$ cat src/rtl/key_event_sequencer_pkg.sv
// Shared types and helpers for the whack-a-mole keypad path.
//   KEY_W            : key code width ({column[1:0], row[1:0]})
//   ROW_MAX/COL_MAX  : highest populated row/column index on the 3x3 pad
//   kes_state_e      : keypad re-arm sequencer states
//   is_legal_key()   : true for the nine populated key positions
package wam_keypad_pkg;

  localparam int unsigned KEY_W = 4;

  localparam logic [1:0] ROW_MAX = 2'd2;
  localparam logic [1:0] COL_MAX = 2'd2;

  typedef enum logic [1:0] {
    IDLE   = 2'd0,
    REARM  = 2'd1,
    SETTLE = 2'd2
  } kes_state_e;

  // Column in the upper two bits, row in the lower two.
  function automatic logic is_legal_key(input logic [KEY_W-1:0] key);
    return (key[3:2] <= COL_MAX) && (key[1:0] <= ROW_MAX);
  endfunction

endpackage

$ cat src/rtl/key_event_sequencer_fifo.sv
// Synchronous FIFO with registered head, occupancy and flags.
//   clk, reset : clock, synchronous active-high reset
//   push, din  : write request / data (accepted if not full, or full with a pop)
//   pop        : read request (ignored when empty)
//   flush      : empties the FIFO, overrides push and pop
//   dout       : head entry (0 when empty)
//   count      : occupancy
//   full/empty : registered occupancy flags
module key_fifo #(
  parameter int unsigned DEPTH = 4,
  parameter int unsigned WIDTH = 4
) (
  input  logic                   clk,
  input  logic                   reset,
  input  logic                   push,
  input  logic                   pop,
  input  logic                   flush,
  input  logic [WIDTH-1:0]       din,
  output logic [WIDTH-1:0]       dout,
  output logic [$clog2(DEPTH):0] count,
  output logic                   full,
  output logic                   empty
);

  localparam int unsigned AW    = $clog2(DEPTH);
  localparam int unsigned CNT_W = AW + 1;

  logic [WIDTH-1:0] mem [DEPTH];
  logic [AW-1:0]    wr_ptr;
  logic [AW-1:0]    rd_ptr;
  logic             do_push;
  logic             do_pop;
  logic [CNT_W-1:0] count_n;
  logic [WIDTH-1:0] dout_n;

  // Accepted operations, next occupancy and next head value.
  always_comb begin
    do_pop  = pop && !empty && !flush;
    do_push = push && (!full || do_pop) && !flush;

    count_n = count;
    if (flush)
      count_n = '0;
    else if (do_push && !do_pop)
      count_n = count + CNT_W'(1);
    else if (!do_push && do_pop)
      count_n = count - CNT_W'(1);

    // Head register tracks what mem[rd_ptr] will hold after this edge.
    dout_n = dout;
    if (flush)
      dout_n = '0;
    else if (do_pop) begin
      if (count > CNT_W'(1))
        dout_n = mem[rd_ptr + AW'(1)];
      else if (do_push)
        dout_n = din;
      else
        dout_n = '0;
    end else if (empty && do_push)
      dout_n = din;
  end

  // Storage array, no reset needed.
  always_ff @(posedge clk) begin
    if (do_push)
      mem[wr_ptr] <= din;
  end

  // Pointers, occupancy and flags.
  always_ff @(posedge clk) begin
    if (reset) begin
      wr_ptr <= '0;
      rd_ptr <= '0;
      count  <= '0;
      dout   <= '0;
      full   <= 1'b0;
      empty  <= 1'b1;
    end else begin
      if (flush) begin
        wr_ptr <= '0;
        rd_ptr <= '0;
      end else begin
        if (do_push) wr_ptr <= wr_ptr + AW'(1);
        if (do_pop)  rd_ptr <= rd_ptr + AW'(1);
      end
      count <= count_n;
      dout  <= dout_n;
      full  <= (count_n == CNT_W'(DEPTH));
      empty <= (count_n == '0);
    end
  end

endmodule

$ cat src/rtl/key_event_sequencer.sv
// Bridges keypad_controller to the game logic: synchronises valid/key,
// captures each press once, filters illegal codes, queues legal ones and
// re-arms the keypad by pulsing its active-low clear.
//   clk, reset          : system clock, synchronous active-high reset
//   kp_valid_key, kp_key: keypad outputs (foreign domain)
//   kp_clear_n          : keypad clear, low for REARM_CYCLES per capture
//   flush               : empties queue and clears overflow
//   ev_valid/ev_key/ev_ready : head-of-queue handshake
//   count               : queue occupancy
//   overflow            : sticky, a legal key was dropped on a full queue
//   bad_key             : one-cycle pulse for a dropped illegal code
module key_event_sequencer #(
  parameter int unsigned DEPTH        = 4,
  parameter int unsigned KEY_W        = 4,
  parameter int unsigned REARM_CYCLES = 8
) (
  input  logic                   clk,
  input  logic                   reset,
  input  logic                   kp_valid_key,
  input  logic [KEY_W-1:0]       kp_key,
  output logic                   kp_clear_n,
  input  logic                   flush,
  output logic                   ev_valid,
  output logic [KEY_W-1:0]       ev_key,
  input  logic                   ev_ready,
  output logic [$clog2(DEPTH):0] count,
  output logic                   overflow,
  output logic                   bad_key
);

  import wam_keypad_pkg::*;

  localparam int unsigned RC_W = $clog2(REARM_CYCLES);

  logic             vk_s1;
  logic             vk_s;
  logic [KEY_W-1:0] key_s1;
  logic [KEY_W-1:0] key_s;

  kes_state_e       state;
  logic [RC_W-1:0]  rearm_cnt;
  logic             zero_seen;

  logic             capture;
  logic             legal;
  logic             push_req;
  logic             drop;
  logic             fifo_full;
  logic             fifo_empty;

  // Two-flop synchronisers; key and valid advance together so key_s is
  // settled whenever vk_s is seen high.
  always_ff @(posedge clk) begin
    if (reset) begin
      vk_s1  <= 1'b0;
      vk_s   <= 1'b0;
      key_s1 <= '0;
      key_s  <= '0;
    end else begin
      vk_s1  <= kp_valid_key;
      vk_s   <= vk_s1;
      key_s1 <= kp_key;
      key_s  <= key_s1;
    end
  end

  // Capture decision for the current cycle.
  always_comb begin
    capture  = (state == IDLE) && vk_s;
    legal    = is_legal_key(key_s);
    push_req = capture && legal;
    drop     = push_req && fifo_full && !(ev_valid && ev_ready) && !flush;
  end

  // Re-arm sequencer: capture in IDLE, hold clear low in REARM, then wait
  // in SETTLE for two quiet cycles so stale synchroniser state is gone.
  always_ff @(posedge clk) begin
    if (reset) begin
      state      <= REARM;
      rearm_cnt  <= '0;
      zero_seen  <= 1'b0;
      kp_clear_n <= 1'b0;
    end else begin
      case (state)
        IDLE: begin
          if (vk_s) begin
            state      <= REARM;
            rearm_cnt  <= '0;
            kp_clear_n <= 1'b0;
          end
        end
        REARM: begin
          if (rearm_cnt == RC_W'(REARM_CYCLES - 1)) begin
            state      <= SETTLE;
            zero_seen  <= 1'b0;
            kp_clear_n <= 1'b1;
          end else begin
            rearm_cnt <= rearm_cnt + RC_W'(1);
          end
        end
        SETTLE: begin
          if (!vk_s) begin
            zero_seen <= 1'b1;
            if (zero_seen) state <= IDLE;
          end else begin
            zero_seen <= 1'b0;
          end
        end
        default: begin
          state      <= REARM;
          rearm_cnt  <= '0;
          kp_clear_n <= 1'b0;
        end
      endcase
    end
  end

  // Status flags.
  always_ff @(posedge clk) begin
    if (reset) begin
      overflow <= 1'b0;
      bad_key  <= 1'b0;
    end else begin
      overflow <= flush ? 1'b0 : (overflow || drop);
      bad_key  <= capture && !legal;
    end
  end

  key_fifo #(
    .DEPTH (DEPTH),
    .WIDTH (KEY_W)
  ) u_fifo (
    .clk   (clk),
    .reset (reset),
    .push  (push_req),
    .pop   (ev_ready),
    .flush (flush),
    .din   (key_s),
    .dout  (ev_key),
    .count (count),
    .full  (fifo_full),
    .empty (fifo_empty)
  );

  assign ev_valid = !fifo_empty;

endmodule

$ cat config.mk
export PLATFORM = sky130hd
export DESIGN_NAME = key_event_sequencer
export DESIGN_NICKNAME = d
export VERILOG_FILES = /design/src/rtl/key_event_sequencer_pkg.sv /design/src/rtl/key_event_sequencer_fifo.sv /design/src/rtl/key_event_sequencer.sv
export SDC_FILE = /design/constraint.sdc
export NUM_CORES = 1
export LEC_CHECK = 0
export ABC_AREA = 1
export CORE_AREA = 3 3 71 73
export DETAILED_ROUTE_END_ITERATION = 6
export DIE_AREA = 0 0 74 76
export DONT_BUFFER_PORTS = 1
export SETUP_SLACK_MARGIN = 0.4
export SLEW_MARGIN = 5
export SYNTH_ARGS = -nofsm -noshare
export SYNTH_HDL_FRONTEND = slang
export SYNTH_SLANG_ARGS = --single-unit
$ cat constraint.sdc
create_clock -name clk -period 3.8 [get_ports clk]
set_input_delay 0.57 -clock clk [delete_from_list [all_inputs] [get_ports clk]]
set_output_delay 0.57 -clock clk [all_outputs]
set_load 0.01 [all_outputs]
Word level (Yosys, flattened, before mapping). Memory sizes are Yosys's and may differ from the RTL's. Index checks and enable logic that the tools add are counted. W data, S select, Z words.

Memories: 1. Bits of input ports: 9. Logic and storage cells: 90. Bits in writable memories: 16. Bits in registers: 32.

Reduce and logical (&&, ||, !) cells: 32. Equal/unequal tests: 9. Order comparisons: 3. $add $sub $neg: 5. Bitwise operators: 1. Muxes and demuxes: 23.

Memory list: u_fifo.mem (words 4, bits a word 4, read ports 1, clocked after memory_dff 0, wr ports 1, RTL line key_event_sequencer_fifo.sv:28) `logic [WIDTH-1:0] mem [DEPTH];`.

Operators by type and width (number): $mux W4 (4); $mux W3 (5); $logic_and A1 B1 Y1 (14); $ne A2 B2 Y1 const B (5); $pmux W3 S3 (1); $mux W2 (4); $logic_not A1 Y1 (7); $add A3 B1 Y3 const B (2); $eq A3 B3 Y1 const B (2); $mux W1 (6); $pmux W2 S3 (1); $reduce_and A3 Y1 (2); $add A2 B1 Y2 const B (2); $le A2 B2 Y1 const B (2); $reduce_and A4 Y1 (1); $reduce_bool A2 Y1 (2); $gt A3 B1 Y1 const B (1); $logic_not A3 Y1 (1); $pmux W1 S3 (1); $sub A3 B1 Y3 const B (1); $eq A2 B1 Y1 const B (1); $eq A2 B2 Y1 const B (1); $logic_not A2 Y1 (1); $logic_or A1 B1 Y1 (2); other kinds (4) (4).

Logic depth before layout (Yosys ltp).
Word-level depth: 12. Gate-level depth with buffers: 12. Depth with buffers taken out: 12.

By module. From an unflattened synthesis, not the netlist that was laid out.

Cells, all modules: 279. Area total of the unflattened synthesis: 2249.7 um2.

By module, submodules not included: key_fifo (seq. area each 740.7 um2, area each 1460.2 um2, instances 1, cells an instance 177); key_event_sequencer (seq. area each 380.4 um2, area each 789.5 um2, instances 1, cells an instance 102).

Worst setup path before layout. OpenSTA, ideal clock, no wires.

Path kind: input port to flip-flop. Start: in ev_ready. End: mem u_fifo.mem[0][0], enable pin. Setup slack: 2.266 ns. Data arrival time: 1.205 ns. Required time: 3.471 ns. Setup time: 0.329 ns. Buffers on the path: 0. Stages: 6. Cells stage by stage: inv_2 -> nor2_4 -> nor2_4 -> nor2_8 -> nand2_4 -> nor2_1.

Longest elaborated chain between the ends: 7.

RTL lines: start: declaration (RTL line key_event_sequencer.sv:25) `input logic ev_ready,`; $logic_and A1 B1 Y1 (2 in a row) (RTL line key_event_sequencer_fifo.sv:38) `do_pop = pop && !empty && !flush;`; $logic_or A1 B1 Y1 (RTL line key_event_sequencer_fifo.sv:39) `do_push = push && (!full || do_pop) && !flush;`; $logic_and A1 B1 Y1 (2 in a row) (RTL line key_event_sequencer_fifo.sv:39); $mux W1 (RTL line key_event_sequencer_fifo.sv:66) `if (do_push)`; $mux W1 (not written as such) (RTL line key_event_sequencer_fifo.sv:67) `mem[wr_ptr] <= din;`; end: declaration (RTL line key_event_sequencer_fifo.sv:28).

No other way between the ends.

Worst setup path in the final report.
Start: reg state[0]. End: mem u_fifo.mem[2][2], enable pin.

Longest elaborated chain between the ends: 7.

RTL lines: start: declaration (RTL line key_event_sequencer.sv:40) `kes_state_e state;`; start signal: assignment (RTL line key_event_sequencer.sv:79) `state <= REARM;`; start signal: assignment (RTL line key_event_sequencer.sv:87) `state <= REARM;`; start signal: assignment (RTL line key_event_sequencer.sv:94) `state <= SETTLE;`; $logic_not A2 Y1 (RTL line key_event_sequencer.sv:69) `capture = (state == IDLE) && vk_s;`; $logic_and A1 B1 Y1 (RTL line key_event_sequencer.sv:69); $logic_and A1 B1 Y1 (RTL line key_event_sequencer.sv:71) `push_req = capture && legal;`; $logic_and A1 B1 Y1 (2 in a row) (RTL line key_event_sequencer_fifo.sv:39); $mux W1 (RTL line key_event_sequencer_fifo.sv:66); $mux W1 (not written as such) (RTL line key_event_sequencer_fifo.sv:67).

No other way between the ends.

==> flow_summary.html <==
<table>
<tr><th>Metric</th><th>Value</th></tr>
<tr><th colspan="2">STA</th></tr>
<tr><td>Headroom to the max-slew limit</td><td>62.1%</td></tr>
<tr><td>Slew at the pin with the worst max-slew slack</td><td>~0.57 ns</td></tr>
<tr><td>F_max</td><td>589 MHz</td></tr>
<tr><td>Post-Route Skew</td><td>between 0.008 and 0.009 ns</td></tr>
<tr><td>Unrepaired setup endpoints after global routing</td><td>no</td></tr>
<tr><td>Max-slew violation total from the final report</td><td>0</td></tr>
<tr><td>Tmin final</td><td>between 1.5 and 2 ns</td></tr>
<tr><td>Post-route clock period utilization</td><td>around 45%</td></tr>
<tr><td>Final Hold Viols</td><td>0</td></tr>
<tr><td>Final Setup Violations</td><td>0</td></tr>
<tr><td>Post-route setup TNS</td><td>0 ns</td></tr>
<tr><th colspan="2">Worst hold path</th></tr>
<tr><td>Worst Min Path Start</td><td>reset</td></tr>
<tr><td>Type of the worst min-delay path</td><td>input port to register</td></tr>
<tr><td>Worst Hold Path EP</td><td>u_fifo.count[0]</td></tr>
<tr><td>Hold Path Stages</td><td>1</td></tr>
<tr><th colspan="2">Place</th></tr>
<tr><td>Final weighted congestion in routability-driven placement</td><td>between 0.8 and 0.9</td></tr>
<tr><td>Post-detail-place hpwl</td><td>about 2.9 mm</td></tr>
<tr><td>Buffers added on ports</td><td>0</td></tr>
<tr><td>Post-placement cell area</td><td>around 2200 sq um</td></tr>
<tr><th colspan="2">Cells and area</th></tr>
<tr><td>Post-route cell area</td><td>between 2000 and 2500 sq um</td></tr>
<tr><td>Most frequent cells in the layout</td><td>47 x nand2_1, 38 x inv_1, 32 x dfxtp_1</td></tr>
<tr><td>Most common cell after layout, fill and taps aside</td><td>nand2_1</td></tr>
<tr><td>Synthesis-to-layout area growth</td><td>7.71%</td></tr>
<tr><td>Ant. Diodes</td><td>0</td></tr>
<tr><td>Layout cells sized above 1</td><td>between 10% and 20%</td></tr>
<tr><td>Nets@finish</td><td>around 280</td></tr>
<tr><th colspan="2">Route</th></tr>
<tr><td>Remaining antenna violation count after routing</td><td>0</td></tr>
<tr><td>Total wirelength of the detailed-routed design</td><td>3.89 mm</td></tr>
<tr><td>Final routed wire length divided by cell count</td><td>~12 um</td></tr>
<tr><td>Detailed-route DRC error count</td><td>0</td></tr>
<tr><td>Violation count after the first detailed-routing iteration</td><td>57</td></tr>
<tr><td>First-pass iteration count of the detailed router</td><td>4</td></tr>
<tr><td>Via count</td><td>between 1,500 and 2,000</td></tr>
<tr><td>Via-to-Cell Ratio</td><td>about 4.9</td></tr>
<tr><th colspan="2">GRT</th></tr>
<tr><td>Peak-usage layer in the global routing report</td><td>met2</td></tr>
<tr><td>Final global-route overflow total</td><td>0</td></tr>
<tr><td>Overall track demand over capacity in global routing</td><td>between 10% and 20%</td></tr>
<tr><td>Met2 demand-to-capacity share in global routing</td><td>around 24%</td></tr>
<tr><td>Antenna violations before repair</td><td>0</td></tr>
<tr><td>Number of global-route vias before repair</td><td>~1,500</td></tr>
<tr><td>First-pass GRT wire length</td><td>between 6 and 7 mm</td></tr>
<tr><td>Met3 Use GR</td><td>under 10%</td></tr>
<tr><td>Largest net degree at the start of global routing</td><td>21</td></tr>
<tr><td>Global routing met1 resource utilization</td><td>between 20 and 25%</td></tr>
<tr><th colspan="2">Pwr</th></tr>
<tr><td>Overall power</td><td>between 0.001 and 0.0015 W</td></tr>
<tr><td>Total leakage power</td><td>approximately 1.1 nW</td></tr>
<tr><td>Power per cell area</td><td>between 400 and 500 nW/um^2</td></tr>
<tr><td>Maximum VDD drop</td><td>250 uV</td></tr>
<tr><th colspan="2">Floorplanning</th></tr>
<tr><td>Vertical extent of the die</td><td>76 um</td></tr>
<tr><td>Initial core utilization</td><td>about half</td></tr>
<tr><td>I/O pins</td><td>20</td></tr>
<tr><td>Cell row count</td><td>24</td></tr>
<tr><td>Die outline width</td><td>between 70 and 80 um</td></tr>
<tr><td>Area enclosed by the die boundary</td><td>around 5600 sq um</td></tr>
<tr><td>Core footprint</td><td>between 4000 and 5000 sq um</td></tr>
<tr><th colspan="2">Synthesis</th></tr>
<tr><td>Synth area leaders</td><td>dfxtp_1 29%, edfxtp_1 22%, nand2_1 8.1%</td></tr>
<tr><td>Count of mapped cells out of synthesis</td><td>253</td></tr>
<tr><td>Portion of synthesized cell area occupied by the leading cell type</td><td>29.2%</td></tr>
<tr><td>Ys Warns</td><td>0</td></tr>
<tr><td>Cell type with the largest total area after synthesis</td><td>dfxtp_1</td></tr>
<tr><td>Cell area after synthesis</td><td>2190 sq um</td></tr>
<tr><td>FF+latch count, synth</td><td>between 40 and 50</td></tr>
<tr><td>Post-Synthesis Net Count</td><td>approximately 270</td></tr>
<tr><td>Synth cell types</td><td>32</td></tr>
<tr><td>Mean instance size in the synthesized netlist</td><td>8.66 sq um</td></tr>
<tr><td>Register area share after synthesis</td><td>51.2%</td></tr>
<tr><th colspan="2">Clock network</th></tr>
<tr><td>Longest Clk Path Bufs</td><td>2</td></tr>
<tr><td>Inserted Clock Buffers</td><td>5</td></tr>
<tr><td>Setup Buffers After CTS</td><td>0</td></tr>
<tr><td>Clock net sink count</td><td>48</td></tr>
<tr><td>H-tree levels</td><td>2</td></tr>
<tr><td>Clock tree from TritonCTS</td><td>built</td></tr>
<tr><td>Insertion delay to the later sink of the worst-skew pair</td><td>~0.3 ns</td></tr>
<tr><td>Clock tree root driver cell</td><td>clkbuf_8</td></tr>
<tr><td>CTS hold repair buffers</td><td>0</td></tr>
<tr><td>CTS clock-pin slew for the worst setup and hold paths</td><td>0.09 ns</td></tr>
<tr><td>Count of cells resized by post-cts repair</td><td>0</td></tr>
<tr><th colspan="2">Critical path</th></tr>
<tr><td>Critical Setup Path Class</td><td>register to register</td></tr>
<tr><td>Critical path's largest stage delay</td><td>about 0.33 ns</td></tr>
<tr><td>Buffers plus inverters on the worst setup path</td><td>2</td></tr>
<tr><td>Worst Reg2Reg Path Length in Cells</td><td>8</td></tr>
<tr><td>Worst reg-to-reg setup slack</td><td>roughly 2.1 ns</td></tr>
<tr><td>Slowest CP cell</td><td>dfxtp_1</td></tr>
<tr><td>Critical-path cell list</td><td>inv_1, ha_1, nand2_1, clkinv_1, nand3_4, nor2_8, nand2_4, nor2_1</td></tr>
<tr><td>Critical Path Sink Type</td><td>register</td></tr>
<tr><td>Crit start category</td><td>register</td></tr>
<tr><td>Largest delay share family, worst path</td><td>simple AND/OR/NAND/NOR gates</td></tr>
<tr><td>FF-to-FF Start</td><td>state[0]</td></tr>
<tr><td>Critical path peak fanout</td><td>6</td></tr>
<tr><td>Worst r2r dst</td><td>u_fifo.mem[2][2]</td></tr>
<tr><td>Signal arrival time at the worst endpoint</td><td>between 1.5 and 2 ns</td></tr>
<tr><td>Data required, critical path</td><td>~3.8 ns</td></tr>
<tr><th colspan="2">Run</th></tr>
<tr><td>Number of max-cap violations</td><td>0</td></tr>
<tr><th colspan="2">Run status</th></tr>
<tr><td>Result of the run</td><td>complete, no violations</td></tr>
</table>
[stage by stage]
| stage | utilization, % | setup slack (ns) | hold WS (ns) | std cells |
|---|---|---|---|---|
| after detailed placement | 50.9 | 2.08 | 0.392 | 303 |
| after global routing | 53.5 | 1.93 | 0.299 | 311 |
| after floorplan | - | 2.27 | 0.388 | 253 |
| after CTS | 53.5 | 2.07 | 0.318 | 311 |
| after global placement | 50.9 | 2.14 | 0.390 | 303 |
| final | 53.5 | 2.10 | 0.323 | 311 |
[cell usage after synthesis, drive strengths merged]
| master | count |
|---|---|
| o22ai | 1 |
| nor2 | 36 |
| nand2 | 51 |
| a22oi | 1 |
| or2 | 1 |
| ha | 12 |
| xnor2 | 1 |
| a31oi | 1 |
| o221a | 1 |
| nor3 | 1 |
| clkinv | 1 |
| edfxtp | 16 |
| nand4 | 4 |
| inv | 43 |
| dfxtp | 32 |
| clkbuf | 2 |
| o21bai | 1 |
| nand3 | 16 |
| o21ai | 16 |
| a21oi | 16 |
[state kept, by name (all words and copies together) (netlist names), 2 cells and up]
register	flops
u_fifo.mem	16
u_fifo.wr_ptr	2
key_s	4
u_fifo.rd_ptr	2
u_fifo.count	3
rearm_cnt	3
state	2
u_fifo.dout	4
key_s1	4
[where the power goes]
group	switching, W	leakage, nW	internal, W
Clock	0.000170	0.0541	0.000195
Sequential	0.0000177	0.408	0.000553
Combinational	0.0000795	0.607	0.0000455
Total	0.000267	1.07	0.000793
[layer usage]
metal,share of wire (%),routed length (um),up-vias
li1,-,-,812
met1,48,1880,687
met2,47,1830,22
met3,3.1,122,6
met4,1.2,46,0
met5,0,0,-
[cell families (layout without fill, tap and decap cells)]
| kind of cell | after synthesis | after routing | synth area share (%) |
|---|---|---|---|
| and+or+nand+nor | 109 | 109 | 23.8 |
| DFF | 48 | 48 | 51.2 |
| buffers and inverters | 46 | 52 | 8.00 |
| adders and majority gates | 12 | 12 | 6.85 |
| xor gates and xnor gates | 1 | 1 | 0.400 |
| AOI/OAI and AO/OA | 37 | 37 | 9.77 |
[area by class of cell]
cell class                 instances  area (sq um)
clock inverter                     3          42.5
fill                             425          2050
inverter                          44           168
tap                               52          65.1
clock buffer                       5          68.8
sequential                        48          1120
multi-input combinational        159           895
[worst max-delay path by stage]
stage	from	endpoint	slack, ns	cells past startpoint
2_1_floorplan	ev_ready	u_fifo.mem[0][0]	2.27	6
3_3_place_gp	state[0]	u_fifo.mem[3][3]	2.14	8
3_5_place_dp	state[0]	u_fifo.mem[3][3]	2.08	8
4_1_cts	state[0]	u_fifo.mem[3][2]	2.07	8
5_1_grt	state[1]	u_fifo.mem[3][2]	1.93	8
6_report	state[0]	u_fifo.mem[2][2]	2.10	8
No activity file was read; power rests on OpenSTA's default activity.
